==> config.mk <==
export PLATFORM = sky130hd
export DESIGN_NAME = dna_read_sched
export DESIGN_NICKNAME = d
export VERILOG_FILES = /design/src/rtl/dna_pkg.sv /design/src/rtl/rr_arbiter.sv /design/src/rtl/dna_read_sched.sv
export SDC_FILE = /design/constraint.sdc
export NUM_CORES = 1
export LEC_CHECK = 0
export ABC_AREA = 0
export CELL_PAD_IN_SITES_DETAIL_PLACEMENT = 1
export CELL_PAD_IN_SITES_GLOBAL_PLACEMENT = 1
export CORE_MARGIN = 1
export CORE_UTILIZATION = 52
export CTS_BUF_LIST = sky130_fd_sc_hd__clkbuf_4 sky130_fd_sc_hd__clkbuf_8
export DETAILED_ROUTE_END_ITERATION = 8
export HOLD_SLACK_MARGIN = 0.03
export PLACE_DENSITY_LB_ADDON = 0.1
export SLEW_MARGIN = 10
export SYNTH_ARGS = -nofsm -noshare
export SYNTH_HDL_FRONTEND = slang
export SYNTH_HIERARCHICAL = 1
export SYNTH_SLANG_ARGS = --single-unit
==> constraint.sdc <==
create_clock -name clk_48 -period 6.8 [get_ports clk_48]
set_input_delay 1.36 -clock clk_48 [delete_from_list [all_inputs] [get_ports clk_48]]
set_output_delay 1.36 -clock clk_48 [all_outputs]
set_load 0.1 [all_outputs]
==> src/rtl/dna_pkg.sv <==
// Shared constants and state encoding for the device-DNA read scheduler.
package dna_pkg;

   localparam int unsigned DNA_BITS = 57;
   localparam int unsigned CNT_W    = 6;

   typedef enum logic [1:0] {
      ST_IDLE  = 2'd0,
      ST_LOAD  = 2'd1,
      ST_SHIFT = 2'd2,
      ST_SERVE = 2'd3
   } state_t;

endpackage

==> src/rtl/rr_arbiter.sv <==
// Round-robin arbiter with registered one-hot grant; the pointer moves past each winner.
module rr_arbiter #(
   parameter int unsigned N = 4
) (
   input  logic         clk_48,
   input  logic         rst,
   input  logic [N-1:0] req,
   input  logic         en,
   output logic [N-1:0] gnt
);

   localparam int unsigned PW = $clog2(N);

   logic [PW-1:0] ptr;
   logic [PW-1:0] nxt_ptr_c;
   logic [PW-1:0] idx_c;
   logic [N-1:0]  win_c;
   logic          found_c;

   // First requester at or after the pointer, wrapping around
   always_comb begin
      win_c     = '0;
      nxt_ptr_c = ptr;
      found_c   = 1'b0;
      idx_c     = '0;
      for (int unsigned i = 0; i < N; i++) begin
         idx_c = PW'((32'(ptr) + i) % N);
         if (!found_c && req[idx_c]) begin
            found_c      = 1'b1;
            win_c[idx_c] = 1'b1;
            nxt_ptr_c    = (idx_c == PW'(N - 1)) ? '0 : idx_c + PW'(1);
         end
      end
   end

   always_ff @(posedge clk_48 or posedge rst) begin
      if (rst) begin
         gnt <= '0;
         ptr <= '0;
      end else begin
         gnt <= en ? win_c : '0;
         if (en && found_c) ptr <= nxt_ptr_c;
      end
   end

endmodule

==> src/rtl/dna_read_sched.sv <==
// Owns the DNA_PORT pins: reads the 57-bit ID once over a divided serial clock,
// caches it and hands it out to requesters with round-robin grants.
module dna_read_sched
   import dna_pkg::*;
#(
   parameter int unsigned NREQ    = 4,
   parameter int unsigned CLK_DIV = 16
) (
   input  logic                clk_48,
   input  logic                rst,
   input  logic [NREQ-1:0]     req,
   input  logic                refresh,
   output logic [NREQ-1:0]     gnt,
   output logic [DNA_BITS-1:0] dna,
   output logic                dna_valid,
   output logic                busy,
   output logic                dna_clk,
   output logic                dna_read,
   output logic                dna_shift,
   input  logic                dna_dout
);

   localparam int unsigned DIV_W = $clog2(CLK_DIV);
   localparam logic [DIV_W-1:0] DIV_RELOAD = DIV_W'(CLK_DIV - 1);

   state_t              state;
   state_t              state_nxt;
   logic [DIV_W-1:0]    div;
   logic [CNT_W-1:0]    cnt;
   logic [DNA_BITS-1:0] cap;
   logic                refresh_pend;

   logic                run_c;
   logic                tick_c;
   logic                fall_c;
   logic                done_c;
   logic                pend_c;
   logic                start_c;
   logic                complete_c;
   logic                arb_en_c;
   logic [NREQ-1:0]     arb_req_c;

   always_ff @(posedge clk_48 or posedge rst) begin
      if (rst) state <= ST_IDLE;
      else     state <= state_nxt;
   end

   // Next state plus the strobes that steer the serial datapath
   always_comb begin
      state_nxt  = state;
      done_c     = (state == ST_SHIFT) && (cnt == CNT_W'(DNA_BITS));
      run_c      = ((state == ST_LOAD) || (state == ST_SHIFT)) && !done_c;
      tick_c     = run_c && (div == '0);
      fall_c     = tick_c && dna_clk;
      pend_c     = refresh_pend || refresh;
      start_c    = 1'b0;
      complete_c = 1'b0;
      arb_en_c   = 1'b0;

      case (state)
         ST_IDLE:  if (|req)   state_nxt = ST_LOAD;
         ST_LOAD:  if (fall_c) state_nxt = ST_SHIFT;
         ST_SHIFT: if (done_c) state_nxt = pend_c ? ST_LOAD : ST_SERVE;
         ST_SERVE: if (refresh) state_nxt = ST_LOAD;
         default:  state_nxt = ST_IDLE;
      endcase

      start_c    = (state_nxt == ST_LOAD) && (state != ST_LOAD);
      complete_c = done_c && !pend_c;
      arb_en_c   = complete_c || ((state == ST_SERVE) && !refresh);
   end

   always_ff @(posedge clk_48 or posedge rst) begin
      if (rst) begin
         div          <= DIV_RELOAD;
         cnt          <= '0;
         cap          <= '0;
         refresh_pend <= 1'b0;
         dna          <= '0;
         dna_valid    <= 1'b0;
         busy         <= 1'b0;
         dna_clk      <= 1'b0;
         dna_read     <= 1'b0;
         dna_shift    <= 1'b0;
      end else begin
         busy <= (state_nxt == ST_LOAD) || (state_nxt == ST_SHIFT);
         if (start_c) begin
            div          <= DIV_RELOAD;
            cnt          <= '0;
            refresh_pend <= 1'b0;
            dna_clk      <= 1'b0;
            dna_read     <= 1'b1;
            dna_shift    <= 1'b0;
         end else begin
            if (run_c) div <= tick_c ? DIV_RELOAD : div - DIV_W'(1);
            if (!run_c)      dna_clk <= 1'b0;
            else if (tick_c) dna_clk <= ~dna_clk;
            // Capture on the falling edge; SHIFT drops after the last bit
            if (fall_c) begin
               dna_read  <= 1'b0;
               dna_shift <= (cnt != CNT_W'(DNA_BITS - 1));
               cap       <= {cap[DNA_BITS-2:0], dna_dout};
               cnt       <= cnt + CNT_W'(1);
            end
            if (refresh && ((state == ST_LOAD) || (state == ST_SHIFT)))
               refresh_pend <= 1'b1;
         end
         if (complete_c) begin
            dna       <= cap;
            dna_valid <= 1'b1;
         end else if ((state == ST_SERVE) && refresh) begin
            dna_valid <= 1'b0;
         end
      end
   end

   // Mask the requester being granted this cycle so a held req is not served twice
   assign arb_req_c = req & ~gnt;

   rr_arbiter #(
      .N (NREQ)
   ) u_arb (
      .clk_48 (clk_48),
      .rst    (rst),
      .req    (arb_req_c),
      .en     (arb_en_c),
      .gnt    (gnt)
   );

endmodule

* Yosys cells after proc, flatten, opt, wreduce, memory -nomap -nowiden
Cells that the tools add are included.
** Storage, ports and cells
- Register bits after elaboration :: 138
- Word-level logic and storage cells :: 142
- Input port bits :: 8
** Cells by class
- Bitwise operators :: 7
- Equality and inequality tests :: 13
- Add/sub/neg operators :: 9
- Magnitude comparators :: 8
- Mux-type cells :: 55
- Reductions and logical operators :: 37
** Operators by type and width (count)
- 4-bit 2-to-1 mux :: 8
- 2-bit 2-to-1 mux :: 13
- 1-bit 2-to-1 mux :: 23
- 1-bit logical AND :: 17
- 2-bit equality test, second input constant :: 7
- 2-bit by 3-bit less-than comparator with 1-bit output, second input constant :: 4
- 6-bit 2-to-1 mux :: 2
- 4-bit OR :: 3
- 2-bit by 1-bit adder with 2-bit output, second input constant :: 5
- 1-bit binary-select mux with 2-bit select :: 4
- 1-bit demux with 2-bit select :: 4
- 2-bit by 1-bit >= comparator with 1-bit output, second input constant :: 4
- 2-bit case mux with 4 select lines :: 1
- 2-bit nonzero test :: 4
- 6-bit by 1-bit adder with 6-bit output, second input constant :: 1
- 6-bit equality test, second input constant :: 1
- 1-bit zero test :: 6
- 6-bit inequality test, second input constant :: 1
- 2-bit adder, second input constant :: 2
- 4-bit bitwise AND :: 1
- 2-bit by 1-bit equality test with 1-bit output, second input constant :: 2
- 4-bit zero test :: 1
- 1-bit logical OR :: 4
- 4-bit NOT :: 1
- 8 further kinds :: 10

* Logic depth before layout (Yosys ltp)
Gate-level depths: netlist (run 1).
- Depth in word-level cells :: 16
- Depth in mapped cells :: 14
- Mapped depth without buffers :: 11

* By module
Netlist (run 1), hierarchy kept.
** By module, submodules not included
- dna_read_sched :: instances 1, area each 5581.6 µm², cells an instance 363, sequential area each 3308.2 µm²
- rr_arbiter :: instances 1, area each 681.9 µm², cells an instance 71, sequential area each 150.1 µm²

* Worst setup path after synthesis (run 1)
No wires, ideal clock.
- Path kind :: input to register
- From :: input refresh
- To :: register cap[10]
- Path slack :: 3.138 ns
- Setup time :: 0.125 ns
- Data required time :: 6.675 ns
- Data arrival time :: 3.538 ns
- Path buffers :: 3
- Cell stages on the path :: 10
- Cells stage by stage :: or4_1 buf_4 buf_6 a21o_1 a21o_1 ha_1 nor2b_1 o221ai_1 buf_2 mux2_2
** Between the ends
- Word-level cells in the longest chain between the ends :: 8
- Elaborated cells between the ends (all ways) :: 9
- Classes of those cells :: 1 x eq/ne; 4 x mux; 1 x bitwise; 3 x reduce/logical
** Ends and longest elaborated chain
- from (decl) :: RTL line dna_read_sched.sv:12 : input logic refresh,
- 1-bit logical OR :: RTL line dna_read_sched.sv:55 : pend_c = refresh_pend || refresh;
- 2-bit 2-to-1 mux (2 in a row) :: RTL line dna_read_sched.sv:63 : ST_SHIFT: if (done_c) state_nxt = pend_c ? ST_LOAD : ST_SERVE;
- 2-bit case mux with 4 select lines * :: RTL line dna_read_sched.sv:60 : case (state)
- 2-bit by 1-bit equality test with 1-bit output * :: RTL line dna_read_sched.sv:68 : start_c = (state_nxt == ST_LOAD) && (state != ST_LOAD);
- 1-bit logical AND * :: RTL line dna_read_sched.sv:68
- 1-bit NOT (no line) *
- 2-bit AND reduction (no line) *
- to (signal assigned) :: RTL line dna_read_sched.sv:102 : cap <= {cap[DNA_BITS-2:0], dna_dout};
- to (decl) :: RTL line dna_read_sched.sv:30 : logic [DNA_BITS-1:0] cap;
Every way passes the cells marked *; elsewhere a longest branch is shown, timed or not.
A chain may end at the register's enable or synchronous reset.

* Worst setup path after layout (run 1)
- From :: input refresh
- To :: register cap[1]
Same word-level chain as after synthesis.

==> flow_summary.ini, run 1 <==
[final_layout]
most_common_cell_after_layout_fill_and_taps_aside = sky130_fd_sc_hd__dfrtp_1
insertedDiodeCount = 0
flow.area_growth_from_synthesis_pct = 19.8
final_cell_mix = 134 x sky130_fd_sc_hd__dfrtp_1, 73 x sky130_fd_sc_hd__clkdlybuf4s50_1, 60 x sky130_fd_sc_hd__mux2_2
num-nets-final = 534
final-instance-count-excl-fill = 665
layout-drive-gt1-share_pct = 32.2

[power]
static_leakage_nw = 3.74
power_density_nw_per_um2 = 255
irDropWorstVdd_v = 0.000200

[logic_synthesis]
synth-edff-count = 0
synth-seq-area-share_pct = 55.2
netlist-cell-type-count = 49
postSynthAreaPerCell_um2 = 14.4
postSynthCellCount = 434
netlist_area_um2 = 6260
dominant_register_cell_in_the_synthesized_netlist = sky130_fd_sc_hd__dfrtp_1
yosys_register_bits = 138
syn_nets = 459
async_reset_ff_share_pct = 100
ys_warn_count = 6

[die]
rows = 39
die_height_um = 112
chipWidth_um = 112
dieArea_um2 = 12500
core-area_um2 = 11600
initial_utilization_pct = 54.2
floorplan.io_pins = 74

[grt]
overflow = 0
grt_pass1_vias = 4087
pin_count_of_the_biggest_net_entering_global_routing = 76
wire_length_of_the_first_global_routing_pass_um = 21500
track_usage_pct = 22.4
grt_antenna_before_repair = 0

[setup_path]
reg2reg_slack_ns = 2.65
rr_worst_depth = 11
critical-path-max-stage-delay_ns = 0.89
worst-path-buf-inv = 2
crit_path_start = refresh
cell_type_group_with_the_largest_total_delay_on_the_critical_path = simple AND/OR/NAND/NOR gates
critical_path.slowest_cell = sky130_fd_sc_hd__or4_4
reg2reg_from = state[0]
r2r-end = cap[1]
worstSetupPathType = input port to register
cp.arrival_ns = 4.91
worst_setup_path_start_kind = input port
critical_path.cell_chain = clkdlybuf4s50_1 > or4_4 > nor3b_1 > a21o_1 > ha_1 > nor2b_1 > o221ai_4 > buf_4 > mux2_2
timing.critical_path.to = cap[1]
worstPathRequired_ns = 7.13
crit_path_depth = 9
maximum_fanout_along_the_worst_path = 61
end_kind = register

[clock_tree]
cts_buffer_depth = 2
cts.repair.resized = 0
clock_insertion_delay_worst_skew_ns = 0.45
htreeDepth = 4
tritoncts.num_buffers = 17
number_of_buffers_inserted_by_post_cts_setup_repair = 0
number_of_hold_buffers_added_after_cts = 0
cts_num_sinks = 138
clock_tree_from_tritoncts = yes
cts.root.buffer_cell = sky130_fd_sc_hd__clkbuf_8
clk_pin_slew_ns = 0.08

[timing]
rsz_0062_raised_after_global_routing = no
slew_viol_final = 0
slew-limit-headroom_pct = 24.1
tns_ns = 0
post-route-period-util_pct = 67.3
layout_min_cycle_time_ns = 4.58
worst-slew-pin-transition_ns = 1.14
worst_clock_skew_ns = 0.00889
setup_viol = 0
fmax_mhz = 219
report.final.hold_viol_count = 0

[drt]
drt-vias-per-instance = 5.57
route.detailed.wl_per_inst_um = 18.8
via_count = 3703
route.detailed.drc = 10
drt-pass1-iter-count = 6
postRouteAntennaNets = 0
drt-total-wl_um = 12500
first_iter_violations = 171

[place]
placedCellCount = 633
io_buffer_count = 73
dp_hpwl_um = 8160
gpl.final_weighted_congestion = 0.805

[min_path]
hold_path_depth = 2
holdCritPathClass = register to register

[flow_run]
max_cap_violations = 0

[run_status]
outcome = finished, violations left
violated_checks = design-rule violations
## routing by layer
metal / wire length (µm) / global-route usage (%) / vias up
met3: 389 / 6.10 / 15
met1: 5440 / 28.2 / 1911
met4: 184 / 8.83 / 0
met2: 6450 / 37.0 / 68
li1: - / - / 1709
met5: 0 / 0 / -
## worst register-to-register path: stages, from the launching register on
cell and delay [ns]:
sky130_fd_sc_hd__dfrtp_1 0.45, sky130_fd_sc_hd__inv_1 0.10, sky130_fd_sc_hd__ha_1 0.25, sky130_fd_sc_hd__nand2_1 0.20
sky130_fd_sc_hd__or4_4 0.90, sky130_fd_sc_hd__nor3b_1 0.39, sky130_fd_sc_hd__a21o_1 0.13, sky130_fd_sc_hd__ha_1 0.19
sky130_fd_sc_hd__nor2b_1 0.09, sky130_fd_sc_hd__o221ai_4 0.23, sky130_fd_sc_hd__buf_4 0.63, sky130_fd_sc_hd__mux2_2 0.48
## report_power, final
part / switching, W / internal (W) / total, W
registers: 0.0000303 / 0.000852 / 0.000882
logic: 0.000194 / 0.000123 / 0.000317
clock network: 0.000329 / 0.000386 / 0.000714
## state kept, by name, indices dropped and copies added, names as in the netlist
signal,flops
dna_shift,1
dna_clk,1
cnt,6
cap,57
dna_read,1
state,2
u_arb/gnt,4
busy,1
dna_valid,1
div,4
u_arb/ptr,2
refresh_pend,1
dna,57
## how the worst min path moves through the flow
stage,endpoint,start,slack (ns)
floorplan,refresh_pend,refresh_pend,0.46
global placement,dna_read,dna_read,0.47
detailed placement,dna_read,dna_read,0.48
CTS,dna_read,dna_read,0.49
global route,dna_read,dna_read,0.52
finish,dna_read,dna_read,0.49
## final cells by class
| class | instances | area [µm²] |
|---|---|---|
| Clock buffer | 19 | 262 |
| Clock inverter | 13 | 166 |
| Fill cell | 1081 | 4060 |
| Inverter | 18 | 72.6 |
| Multi-Input combinational cell | 259 | 2620 |
| Sequential cell | 138 | 3460 |
| Tap cell | 143 | 179 |
| Timing Repair Buffer | 75 | 746 |
## Yosys cell counts (all sizes together), types with 3 or more instances
cell / number / area (µm²)
nor3b: 5 / 37.5
nor3: 3 / 15.0
nand2: 15 / 56.3
dfstp: 4 / 105
mux4: 4 / 90.1
inv: 18 / 67.6
nand2b: 4 / 25.0
o211ai: 3 / 22.5
nor2: 10 / 37.5
buf: 15 / 121
dfrtp: 134 / 3350
o2bb2ai: 4 / 35.0
or4: 3 / 22.5
a21o: 3 / 22.5
nand3: 6 / 30.0
a21oi: 16 / 80.1
ha: 17 / 213
mux2i: 3 / 30.0
nor2b: 7 / 43.8
o21ai: 9 / 45.0
mux2: 117 / 1530
clkbuf: 4 / 15.0
or3: 3 / 18.8
nand3b: 3 / 22.5
## through the flow
step	util, %	instance area (µm²)	hold slack, ns	total power (W)	setup slack, ns
5_1_grt	64.9	7510	0.519	0.00201	1.99
2_1_floorplan	-	6260	0.457	0.00114	1.92
3_5_place_dp	61.2	7080	0.485	0.00122	1.75
6_report	64.9	7510	0.486	0.00191	2.22
4_1_cts	64.9	7510	0.494	0.00194	2.20
3_3_place_gp	61.2	7080	0.473	0.00120	1.94
## kinds of logic after synthesis
logic type	count (synthesis)	synth area share (%)
simple gates	66	6.11
flops	138	55.2
xor+xnor	2	0.280
buf+inv	37	3.26
fa+ha+maj	17	3.40
compound gates	50	5.37
mux	124	26.4
Note: power is estimated with default switching activity, not from simulation.
==> run 2: changes to the inputs <==
--- a/config.mk
+++ b/config.mk
@@ -9,7 +9,7 @@
 export CELL_PAD_IN_SITES_DETAIL_PLACEMENT = 1
 export CELL_PAD_IN_SITES_GLOBAL_PLACEMENT = 1
 export CORE_MARGIN = 1
-export CORE_UTILIZATION = 52
+export CORE_UTILIZATION = 43
 export CTS_BUF_LIST = sky130_fd_sc_hd__clkbuf_4 sky130_fd_sc_hd__clkbuf_8
 export DETAILED_ROUTE_END_ITERATION = 8
 export HOLD_SLACK_MARGIN = 0.03
==> constraint.sdc (replaced) <==
create_clock -name clk_48 -period 3.8 [get_ports clk_48]
set_input_delay 0.76 -clock clk_48 [delete_from_list [all_inputs] [get_ports clk_48]]
set_output_delay 0.76 -clock clk_48 [all_outputs]
set_load 0.1 [all_outputs]
==> flow_summary.ini, run 2 (synthesis gave the netlist of run 1 again) <==
[final_layout]
multi_input_comb_area_um2 = 2620
layout-drive-gt1-share_pct = 32.6
registers_with_the_most_flip_flops = cap x57, dna x57, cnt x6
layout.area.seq_um2 = 3460
layout.filler_cells = 1354
final_cell_mix = 134 x sky130_fd_sc_hd__dfrtp_1, 73 x sky130_fd_sc_hd__clkdlybuf4s50_1, 60 x sky130_fd_sc_hd__mux2_2
post-route-util_pct = 54.1
most_common_cell_after_layout_fill_and_taps_aside = sky130_fd_sc_hd__dfrtp_1
total_non_filler_cell_area_in_the_finished_layout_um2 = 7590
num-nets-final = 537
flow.area_growth_from_synthesis_pct = 21.2
insertedDiodeCount = 0

[place]
dp_hpwl_um = 7970
io_buffer_count = 73
gpl.final_weighted_congestion = 0.826
place_area_um2 = 7170

[grt]
pin_count_of_the_biggest_net_entering_global_routing = 77
wire_length_of_the_first_global_routing_pass_um = 20500
top_usage_layer = met2
overflow = 0
track_usage_pct = 17.8
grt_antenna_before_repair = 0
global_route_met1_usage_pct = 23.1
grt_pass1_vias = 3998
grt_use_met3_pct = 4.97
globalRouteMet2Util_pct = 28.8

[clock_tree]
clock_insertion_delay_worst_skew_ns = 0.45
htreeDepth = 4
cts_buffer_depth = 2
cts.repair.resized = 0
number_of_buffers_inserted_by_post_cts_setup_repair = 0
clk_pin_slew_ns = 0.08
number_of_hold_buffers_added_after_cts = 0
tritoncts.num_buffers = 17
cts_num_sinks = 138
cts.root.buffer_cell = sky130_fd_sc_hd__clkbuf_8
clock_tree_from_tritoncts = yes

[power]
power_density_nw_per_um2 = 450
power.clock.fraction_pct = 37.0
comb_power_share_pct = 16.8
switchingPower_w = 0.000995
internal_power_w = 0.00242
power.share.sequential_pct = 46.2
power_switching_share_pct = 29.1
irDropWorstVdd_v = 0.000357
static_leakage_nw = 3.75

[setup_path]
end_kind = register
maximum_fanout_along_the_worst_path = 57
critical_path.slowest_cell = sky130_fd_sc_hd__or4_4
critical-path-max-stage-delay_ns = 0.47
critical_path.cell_chain = inv_1 > ha_1 > nand2_1 > or4_4 > a21o_1 > a21o_1 > ha_1 > nor2b_1 > o221ai_4 > buf_12 > mux2_2
cell_type_group_with_the_largest_total_delay_on_the_critical_path = simple AND/OR/NAND/NOR gates
cp.arrival_ns = 3.47
worst_setup_path_start_kind = register
worst-path-buf-inv = 2
worstSetupPathType = register to register
worstPathRequired_ns = 4.13

[timing]
slew_viol_final = 0
setup_viol = 0
layout_min_cycle_time_ns = 3.14
fmax_mhz = 318
report.final.hold_viol_count = 0
post-route-period-util_pct = 82.7
worst_clock_skew_ns = 0.00687
slew-limit-headroom_pct = 27.0
tns_ns = 0
rsz_0062_raised_after_global_routing = no
hold_ws_ns = 0.498
worst-slew-pin-transition_ns = 1.09

[die]
die_height_um = 123
dieArea_um2 = 15100
initial_utilization_pct = 44.6
rows = 43
chipWidth_um = 123
core-area_um2 = 14000
floorplan.io_pins = 74

[min_path]
holdCritPathClass = register to register

[flow_run]
max_cap_violations = 0

[drt]
via_count = 3683
drt-vias-per-instance = 5.22
drt-pass1-iter-count = 4
drt-total-wl_um = 12200
route.detailed.wl_per_inst_um = 17.3
postRouteAntennaNets = 0
route.detailed.drc = 0
first_iter_violations = 138

[run_status]
outcome = complete, no violations
[run 2: cell type report]
class,count,area share (%)
Clock buffer,19,3.36
Multi-Input combinational cell,259,34.5
Inverter,18,0.939
Timing Repair Buffer,78,10.4
Sequential cell,138,45.6
Tap cell,180,2.97
Clock inverter,13,2.19
[run 2: final timing paths]
check / cells after the start / slack, ns / from / end
max: 11 / 0.66 / state[0] / cap[3]
min: 1 / 0.50 / cap[56] / dna[56]
max reg2reg: 11 / 0.66 / state[0] / cap[3]
min reg2reg: 1 / 0.50 / cap[56] / dna[56]
max in group asynchronous: 3 / 2.24 / rst / cap[44]
min in group asynchronous: 2 / 0.62 / rst / u_arb/gnt[2]
[run 2: per-layer routing]
metal / routed length, µm / vias up
met3: 438 / 11
li1: - / 1713
met1: 5620 / 1896
met5: 0 / -
met2: 5950 / 63
met4: 157 / 0
[run 2: power groups by stage]
stage          Combinational (W)  Clock (W)  Sequential, W
2_1_floorplan           0.000416          0        0.00163
6_report                0.000574    0.00126        0.00158
4_1_cts                 0.000584    0.00131        0.00158
3_3_place_gp            0.000563          0        0.00161
3_5_place_dp            0.000580          0        0.00161
5_1_grt                 0.000636    0.00136        0.00159
[run 2: through the flow]
stage               std cells  worst slack [ns]  power (W)
floorplan                 434             0.644    0.00205
global placement          673             0.321    0.00217
detailed placement        673             0.225    0.00219
CTS                       705             0.649    0.00348
global route              705             0.485    0.00359
finish                    705             0.656    0.00342
[run 2: worst register-to-register path, stage by stage, from the launching register on]
cell and delay, ns:
sky130_fd_sc_hd__dfrtp_1 0.45, sky130_fd_sc_hd__inv_1 0.11, sky130_fd_sc_hd__ha_1 0.24, sky130_fd_sc_hd__nand2_1 0.19
sky130_fd_sc_hd__or4_4 0.47, sky130_fd_sc_hd__a21o_1 0.19, sky130_fd_sc_hd__a21o_1 0.17, sky130_fd_sc_hd__ha_1 0.22
sky130_fd_sc_hd__nor2b_1 0.20, sky130_fd_sc_hd__o221ai_4 0.19, sky130_fd_sc_hd__buf_12 0.25, sky130_fd_sc_hd__mux2_2 0.34
==> run 3: changes to the inputs <==
--- a/config.mk
+++ b/config.mk
@@ -9,7 +9,7 @@
 export CELL_PAD_IN_SITES_DETAIL_PLACEMENT = 1
 export CELL_PAD_IN_SITES_GLOBAL_PLACEMENT = 1
 export CORE_MARGIN = 1
-export CORE_UTILIZATION = 43
+export CORE_UTILIZATION = 48
 export CTS_BUF_LIST = sky130_fd_sc_hd__clkbuf_4 sky130_fd_sc_hd__clkbuf_8
 export DETAILED_ROUTE_END_ITERATION = 8
 export HOLD_SLACK_MARGIN = 0.03
==> constraint.sdc (replaced) <==
create_clock -name clk_48 -period 3.2 [get_ports clk_48]
set_input_delay 0.64 -clock clk_48 [delete_from_list [all_inputs] [get_ports clk_48]]
set_output_delay 0.64 -clock clk_48 [all_outputs]
set_load 0.1 [all_outputs]
==> flow_summary.ini, run 3 (synthesis gave the netlist of run 1 again) <==
[clock_tree]
tritoncts.num_buffers = 17
number_of_buffers_inserted_by_post_cts_setup_repair = 0
cts_buffer_depth = 2
clk_pin_slew_ns = 0.08
clock_insertion_delay_worst_skew_ns = 0.44
cts.repair.resized = 0
clock_tree_from_tritoncts = yes
htreeDepth = 4
number_of_hold_buffers_added_after_cts = 0
cts.root.buffer_cell = sky130_fd_sc_hd__clkbuf_8
cts_num_sinks = 138

[final_layout]
final_cell_mix = 134 x sky130_fd_sc_hd__dfrtp_1, 75 x sky130_fd_sc_hd__buf_4, 60 x sky130_fd_sc_hd__mux2_2
insertedDiodeCount = 0
layout-drive-gt1-share_pct = 45.8
total_non_filler_cell_area_in_the_finished_layout_um2 = 7420
flow.area_growth_from_synthesis_pct = 18.5
num-nets-final = 543
most_common_cell_after_layout_fill_and_taps_aside = sky130_fd_sc_hd__dfrtp_1
registers_with_the_most_flip_flops = cap x57, dna x57, cnt x6

[drt]
first_iter_violations = 231
postRouteAntennaNets = 0
drt-pass1-iter-count = 5
via_count = 3703
route.detailed.drc = 0
drt-total-wl_um = 12200
drt-vias-per-instance = 5.27
route.detailed.wl_per_inst_um = 17.4

[power]
power_density_nw_per_um2 = 531
power.total_w = 0.00394
static_leakage_nw = 3.90
irDropWorstVdd_v = 0.000325

[grt]
overflow = 0
grt_pass1_vias = 4050
wire_length_of_the_first_global_routing_pass_um = 20600
track_usage_pct = 20.2
pin_count_of_the_biggest_net_entering_global_routing = 133
grt_antenna_before_repair = 0

[min_path]
holdCritPathClass = register to register

[timing]
fmax_mhz = 345
rsz_0062_raised_after_global_routing = no
report.final.hold_viol_count = 0
layout_min_cycle_time_ns = 2.89
worst-slew-pin-transition_ns = 1.08
slew-limit-headroom_pct = 27.8
worst_clock_skew_ns = 0.0102
setup_viol = 0
slew_viol_final = 0
post-route-period-util_pct = 90.5

[setup_path]
worst_setup_path_start_kind = register
worst-path-buf-inv = 2
critical_path.cell_chain = inv_1 > ha_1 > nand2_1 > or4_4 > a21o_1 > a21o_1 > ha_1 > nor2b_1 > o221ai_4 > buf_12 > mux2_2
critical_path.slowest_cell = sky130_fd_sc_hd__dfrtp_1
maximum_fanout_along_the_worst_path = 43
critical-path-max-stage-delay_ns = 0.45
cp.arrival_ns = 3.22
cell_type_group_with_the_largest_total_delay_on_the_critical_path = simple AND/OR/NAND/NOR gates
end_kind = register
worstSetupPathType = register to register
worstPathRequired_ns = 3.52

[die]
floorplan.io_pins = 74
core-area_um2 = 12700
dieArea_um2 = 13500
die_height_um = 116
initial_utilization_pct = 49.4
rows = 41
chipWidth_um = 116

[place]
dp_hpwl_um = 8290
place_area_um2 = 7040
io_buffer_count = 73
gpl.final_weighted_congestion = 0.810

[run_status]
outcome = complete, no violations

[flow_run]
max_cap_violations = 0
==> run 3: layout make-up <==
| type | instances | area [µm²] |
|---|---|---|
| clock buffer | 22 | 290 |
| fill | 1278 | 5250 |
| tap | 172 | 215 |
| inverter | 18 | 71.3 |
| sequential | 138 | 3460 |
| multi-input combinational | 259 | 2620 |
| timing repair buffer | 84 | 673 |
| clock inverter | 10 | 91.3 |
==> run 3: worst min-delay path, delay by kind of cell (launching register included) <==
family	cells	cell delay [ns]
DFF	1	0.35
and+or+nand+nor	2	0.10
==> run 3: power by group <==
part / switching [W] / internal, W / total (W)
sequential: 0.0000490 / 0.00181 / 0.00186
combinational: 0.000445 / 0.000283 / 0.000728
clock: 0.000660 / 0.000692 / 0.00135
==> run 3: routing by layer <==
layer / wire, µm / global-route usage (%) / vias to the layer above
met1: 5400 / 24.4 / 1896
met3: 519 / 6.43 / 14
met2: 6160 / 34.0 / 72
li1: - / - / 1721
met5: 0 / 0 / -
met4: 129 / 7.26 / 0
==> run 3: path summary, 6_finish.rpt <==
check | slack (ns) | startpoint | cells after the start | to
hold reg to reg | 0.48 | dna_read | 2 | dna_read
max in group asynchronous | 1.92 | rst | 3 | dna[49]
setup reg to reg | 0.31 | state[0] | 11 | cap[24]
hold / removal | 0.48 | dna_read | 2 | dna_read
min in group asynchronous | 0.52 | rst | 2 | u_arb/gnt[3]
setup / recovery | 0.31 | state[0] | 11 | cap[24]
==> run 3: per-stage QoR <==
stage                     hold slack (ns)  util, %  setup slack, ns  std cells  setup TNS (ns)
final                               0.482     58.6            0.305        703               0
after global routing                0.508     58.6            0.121        703               0
after CTS                           0.487     58.6            0.282        703               0
after detailed placement            0.469     55.6          -0.0752        671           -2.71
after global placement              0.486     55.6          -0.0166        671          -0.469
after floorplan                     0.431        -           0.0436        434               0
